## src/rtl/wb_fetch.sv

```systemverilog
// -----------------------------------------------------------------------------
// wb_fetch -- Wishbone (classic pipelined) instruction prefetcher
//
// Issues sequential read requests on a read-only Wishbone master port and
// queues the returned words, tagged with their fetch address, in a small FIFO.
// A credit check bounds requests in flight so the FIFO can never overflow.
// A redirect pulse flushes the FIFO and restarts fetching at a new address.
// Acks for requests issued before the redirect are dropped.
//
// Ports
//   clk, rst        clock, synchronous active-high reset
//   wb_cyc/wb_stb   bus cycle / request strobe
//   wb_we           always 0
//   wb_adr          word address of the current request
//   wb_dat_i        read data, qualified by wb_ack
//   wb_ack          one ack per accepted request, in order
//   wb_stall        slave not accepting a request this cycle
//   en              fetch enable (gates new requests only)
//   redirect        one-cycle pulse: flush and refetch from redirect_addr
//   redirect_addr   new fetch address
//   q_valid/q_data  FIFO head valid / data
//   q_addr          fetch address of the head word
//   q_ready         consumer pops the head when q_valid & q_ready
// -----------------------------------------------------------------------------
module wb_fetch #(
    parameter int            AW         = 16,
    parameter int            DEPTH      = 4,
    parameter logic [AW-1:0] RESET_ADDR = '0
) (
    input  logic          clk,
    input  logic          rst,
    output logic          wb_cyc,
    output logic          wb_stb,
    output logic          wb_we,
    output logic [AW-1:0] wb_adr,
    input  logic [15:0]   wb_dat_i,
    input  logic          wb_ack,
    input  logic          wb_stall,
    input  logic          en,
    input  logic          redirect,
    input  logic [AW-1:0] redirect_addr,
    output logic          q_valid,
    output logic [15:0]   q_data,
    output logic [AW-1:0] q_addr,
    input  logic          q_ready
);

    localparam int PW = $clog2(DEPTH);
    localparam int CW = $clog2(DEPTH + 1);
    // Outstanding also holds requests whose acks are pending discard after a
    // redirect, so it can reach 2*DEPTH; size it for that.
    localparam int OW = $clog2(2 * DEPTH + 1);
    localparam int SW = OW + 1;

    logic [AW-1:0] r_adr;
    logic [AW-1:0] r_ack_adr;
    logic [OW-1:0] r_out;
    logic [OW-1:0] r_disc;
    logic [CW-1:0] r_count;
    logic [PW-1:0] r_wr_ptr;
    logic [PW-1:0] r_rd_ptr;
    logic [15:0]   r_dat_mem [DEPTH];
    logic [AW-1:0] r_adr_mem [DEPTH];

    logic          w_accept;
    logic          w_ack_ok;
    logic          w_ack_disc;
    logic          w_push;
    logic          w_pop;
    logic [SW-1:0] w_level;
    logic [OW-1:0] w_out_nxt;
    logic [OW-1:0] w_disc_nxt;

    // Live words = queued + in flight that will actually be pushed.
    assign w_level  = SW'(r_count) + SW'(r_out) - SW'(r_disc);
    assign wb_stb   = en & ~rst & (w_level < SW'(DEPTH));
    assign wb_cyc   = wb_stb | (r_out != '0);
    assign wb_we    = 1'b0;
    assign wb_adr   = r_adr;

    assign w_accept   = wb_stb & ~wb_stall;
    // Acks with nothing outstanding (e.g. leftovers after reset) are ignored.
    assign w_ack_ok   = wb_ack & (r_out != '0);
    assign w_ack_disc = w_ack_ok & (r_disc != '0);
    // An ack in a redirect cycle belongs to a pre-redirect request: drop it.
    assign w_push     = w_ack_ok & ~w_ack_disc & ~redirect;
    assign w_pop      = q_valid & q_ready & ~redirect;

    assign w_out_nxt  = r_out + OW'(w_accept) - OW'(w_ack_ok);
    assign w_disc_nxt = redirect ? w_out_nxt : (r_disc - OW'(w_ack_disc));

    always_ff @(posedge clk) begin
        if (rst) begin
            r_adr     <= RESET_ADDR;
            r_ack_adr <= RESET_ADDR;
            r_out     <= '0;
            r_disc    <= '0;
        end else begin
            r_out  <= w_out_nxt;
            r_disc <= w_disc_nxt;
            if (redirect) begin
                r_adr     <= redirect_addr;
                r_ack_adr <= redirect_addr;
            end else begin
                if (w_accept) begin
                    r_adr <= r_adr + AW'(1);
                end
                // Live acks return in issue order with consecutive addresses,
                // so a single running address tags each pushed word.
                if (w_push) begin
                    r_ack_adr <= r_ack_adr + AW'(1);
                end
            end
        end
    end

    always_ff @(posedge clk) begin
        if (rst || redirect) begin
            r_count  <= '0;
            r_wr_ptr <= '0;
            r_rd_ptr <= '0;
        end else begin
            if (w_push) begin
                r_wr_ptr <= r_wr_ptr + PW'(1);
            end
            if (w_pop) begin
                r_rd_ptr <= r_rd_ptr + PW'(1);
            end
            r_count <= r_count + CW'(w_push) - CW'(w_pop);
        end
    end

    always_ff @(posedge clk) begin
        if (w_push) begin
            r_dat_mem[r_wr_ptr] <= wb_dat_i;
            r_adr_mem[r_wr_ptr] <= r_ack_adr;
        end
    end

    // Head fields read as zero when empty so stale entries never show.
    assign q_valid = (r_count != '0);
    assign q_data  = q_valid ? r_dat_mem[r_rd_ptr] : '0;
    assign q_addr  = q_valid ? r_adr_mem[r_rd_ptr] : '0;

endmodule

```

## config.mk

```make
export PLATFORM = sky130hd
export DESIGN_NAME = wb_fetch
export DESIGN_NICKNAME = d
export VERILOG_FILES = /design/src/rtl/wb_fetch.sv
export SDC_FILE = /design/constraint.sdc
export NUM_CORES = 1
export LEC_CHECK = 0
export BUFFER_PORTS_ARGS = -buffer_cell sky130_fd_sc_hd__buf_2
export CAP_MARGIN = 0
export CORE_MARGIN = 2
export CORE_UTILIZATION = 25
export DETAILED_ROUTE_END_ITERATION = 10
export HOLD_SLACK_MARGIN = 0.03
export PLACE_DENSITY = 0.41
export SYNTH_ARGS = -nofsm -noshare
export SYNTH_HDL_FRONTEND = slang
export SYNTH_SLANG_ARGS = --single-unit
```

## constraint.sdc

```tcl
create_clock -name clk -period 4 [get_ports clk]
set_clock_uncertainty 0.05 [all_clocks]
set_input_delay 0.4 -clock clk [delete_from_list [all_inputs] [get_ports clk]]
set_output_delay 0.4 -clock clk [all_outputs]
set_load 0.02 [all_outputs]
```

==> metrics.md <==
| Metric | Value |
|---|---|
| Hold Startpoint | wb_dat_i[13] |
| Vias in the first global route | 4803 |
| Wirelength per Cell | roughly 17 um |
| Htree depth | 4 |
| CP endpoint | r_disc[1]$_SDFF_PP0_ |
| I/O Pins | 91 |
| Warnings, synthesis | 0 |
| Clock latency on the worst-skew pair | 0.42 ns |
| First-pass GRT wire length | ~28 mm |
| Vias per cell | 4.42 |
| Final Hold Vio Count | 0 |
| Worst-Margin Slew | ~0.96 ns |
| Worst Path Max Fanout | 5 |
| Die width | ~180 um |
| Max cap viols | 0 |
| Final Power | roughly 0.0047 W |
| Post-synth top area share | 49.8% |
| Critical-path top delay cell | fa_1 |
| Total wire length | 17.4 mm |
| Critical path launch point | r_out[1]$_SDFF_PP0_ |
| Worst r2r path cells | 15 |
| CP most frequent cell | inv_1 |
| DP HPWL | 11.9 mm |
| Async set or reset register ratio after synthesis | 0% |
| Endpoints failing setup | 0 |
| Power per cell area | between 500 and 600 nW/um2 |
| Die Area | 32300 um2 |
| Area contributors post-synth | edfxtp_1, dfxtp_1, mux4_2, ha_1, nor2b_1 |
| Status | finished clean |
| Most common cell in the netlist | edfxtp_1 |
| Total CTS buffers | 17 |
| Hold Path Class | primary input to flip-flop |
| Drt pass-1 iters | 4 |
| Clk slew on worst S/H paths | approximately 0.07 ns |
| Kind of critical path | flip-flop to flip-flop |
| Minimum clock period | between 3 and 4 ns |
| Initial antenna violation count | 1 |
| Postcts setup bufs | 0 |
| Pleak | between 3 and 4 nW |
| Proportion of layout cells with a drive suffix above 1 | between 20% and 30% |
| Core area | approximately 31000 um2 |
| #FFs+latches synth | 177 |
| DRC Markers | 0 |
| Critical Path AT | between 4 and 5 ns |
| Total grt overflow | 0 |
| Cell area after layout | 9250 um2 |
| RR Endpoint | r_disc[1]$_SDFF_PP0_ |
| Startpoint types | flip-flop |
| Number of DRC markers in iteration 0 | around 310 |
| Setup ws final | 0.220 ns |
| Initial Utilization | about 25% |
| Register area share after synthesis | between 60% and 70% |
| Largest net degree at the start of global routing | 34 |
| Top_reg_cell synth | edfxtp_1 |
| CTS Sinks | 177 |
| Area of the multi-input gates | 2650 um2 |
| Max clock buf depth | 2 |
| Synthesized area | 7710 um2 |
| Total GRT Usage | between 10% and 20% |
| Final RePlAce weighted congestion | 0.755 |
| Die height | between 150 and 200 um |
| Largest area contributor in the netlist | edfxtp_1 |
| VDD IR-drop max | 0.256 mV |
| Synthesized instance count | around 540 |
| Worst Path Required | approximately 4.3 ns |
| Area growth from synthesis to layout | 20.0% |
| Slew headroom | a little over a third |
| R2R Setup Slk | between 0.2 and 0.25 ns |
| Nets@finish | 700 |
| Place WS | between 0.15 and 0.2 ns |
| FP Rows | 64 |
| CTS tree | built |
| Port bufs | 89 |
| Cell Chain, Critical Path | inv_1 > fa_1 > inv_1 > ha_1 > and3b_1 > or4_4 > a211oi_4 > inv_2 > ha_1 > inv_1 > ha_1 > inv_1 > fa_1 > and2_1 > a211oi_2 |
| Fmax achieved | about 260 MHz |
| Area after DPL | ~8700 um2 |
| Synthesized area per cell | 14.2 um2 |
| Fillers | 3085 |
| Post-synth EDFFs | 128 |
| Seq. cell area | between 4000 and 5000 um2 |
| Worst reg2reg path startpoint | r_out[1]$_SDFF_PP0_ |
| Via count | between 4000 and 5000 |
| Synth top cells by count | edfxtp_1, dfxtp_1, inv_1 |
| Root Driver | clkbuf_16 |
| Netlist cell types | 56 |
| ANT nets after route | 0 |
| Post-layout util | between 30% and 40% |
| Slew Limit Fails | 0 |
| Worst stage delay on the critical path | between 0.5 and 0.6 ns |
| Endpoint class of the critical path | flip-flop |
| Mapped Nets | roughly 600 |
| Tcrit/Tclk final | between 90% and 100% |
[how the worst min path moves through the flow]
stage | to | slack (ns) | cells past startpoint
floorplan | r_adr_mem[0][15]$_DFFE_PP_ | 0.43 | 0
global placement | flip-flop | 0.46 | 2
detailed placement | flip-flop | 0.47 | 2
CTS | r_dat_mem[1][4]$_DFFE_PP_ | 0.12 | 1
global route | r_dat_mem[3][4]$_DFFE_PP_ | 0.11 | 1
finish | r_dat_mem[0][13]$_DFFE_PP_ | 0.14 | 1
[worst max-delay path: cells and delay by family, from the launching register on]
family,cells,cell delay [ns]
adder cells (fa/ha/maj),5,1.67
flip-flops,1,0.37
AO/OA/AOI/OAI,2,0.49
buffers and inverters,5,0.27
AND/OR/NAND/NOR,3,0.84
[flip-flops by register name (all words and copies together) (netlist names), named ones only]
| register | cells |
|---|---|
| r_dat_mem | 64 |
| wb_adr | 16 |
| r_out | 4 |
| r_count | 3 |
| r_disc | 4 |
| r_adr_mem | 64 |
| r_rd_ptr | 2 |
| r_wr_ptr | 2 |
| r_ack_adr | 16 |
[cells by family (layout without fill, tap and decap cells)]
| kind of cell | after synthesis | after routing | share of synthesized area (%) |
|---|---|---|---|
| buffers and inverters | 66 | 174 | 3.34 |
| AND/OR/NAND/NOR | 144 | 144 | 10.8 |
| adder cells (fa/ha/maj) | 24 | 24 | 4.28 |
| multiplexers | 35 | 35 | 9.74 |
| flip-flops | 177 | 177 | 62.6 |
| AO/OA/AOI/OAI | 67 | 67 | 6.02 |
| XOR/XNOR | 28 | 28 | 3.18 |
| other | 1 | 2 | 0.0486 |
[cells in the final DEF (no fill, tap or decap), types with 3 or more instances in the layout]
master	count
a211oi_1	10
a21boi_1	11
a21oi_1	21
and2_1	5
and2_2	4
and3_1	4
and4_1	5
buf_2	89
buf_4	12
clkbuf_16	17
dfxtp_1	45
dfxtp_2	3
edfxtp_1	128
fa_1	4
ha_1	20
inv_1	40
inv_6	3
inv_8	7
mux2i_1	3
mux4_2	32
nand2_1	13
nand3_1	6
nand4_1	6
nor2_1	26
nor2b_1	37
nor3_1	17
nor4_1	3
o21bai_1	6
xnor2_1	24
xor2_1	4
[timing repair]
item                                    4_1_cts  5_1_grt
gates resized for setup                       0        5
hold buffers                                  0        0
endpoints found under the setup margin        0        2
[cell type report]
| class | count | area share [%] |
|---|---|---|
| Timing Repair Buffer | 101 | 5.79 |
| Antenna cell | 1 | 0.0270 |
| Clock inverter | 15 | 1.68 |
| Inverter | 41 | 1.66 |
| Sequential cell | 177 | 52.2 |
| Clock buffer | 17 | 4.60 |
| Multi-Input combinational cell | 299 | 28.7 |
| Tap cell | 396 | 5.36 |
[through the flow]
| step | instances | hold WS (ns) | setup TNS, ns |
|---|---|---|---|
| finish | 1047 | 0.140 | 0 |
| floorplan | 542 | 0.431 | 0 |
| CTS | 1046 | 0.118 | 0 |
| global route | 1046 | 0.109 | -0.00642 |
| detailed placement | 1014 | 0.475 | 0 |
| global placement | 1014 | 0.461 | 0 |
[layer usage]
| metal | global-route usage, % | part of all wire (%) | vias to the layer above |
|---|---|---|---|
| li1 | - | - | 2204 |
| met1 | 15.2 | 48 | 2303 |
| met2 | 17.5 | 47 | 114 |
| met3 | 2.71 | 4.7 | 7 |
| met4 | 2.50 | 0.68 | 0 |
| met5 | 0 | 0 | - |
[where the power goes]
group	leakage [nW]	switching [W]	internal (W)	total, W
registers	1.57	0.0000953	0.00209	0.00218
clock network	0.289	0.000794	0.000840	0.00163
logic	1.40	0.000538	0.000372	0.000911
total	3.26	0.00143	0.00330	0.00473
(Power assumes the default switching activity.)
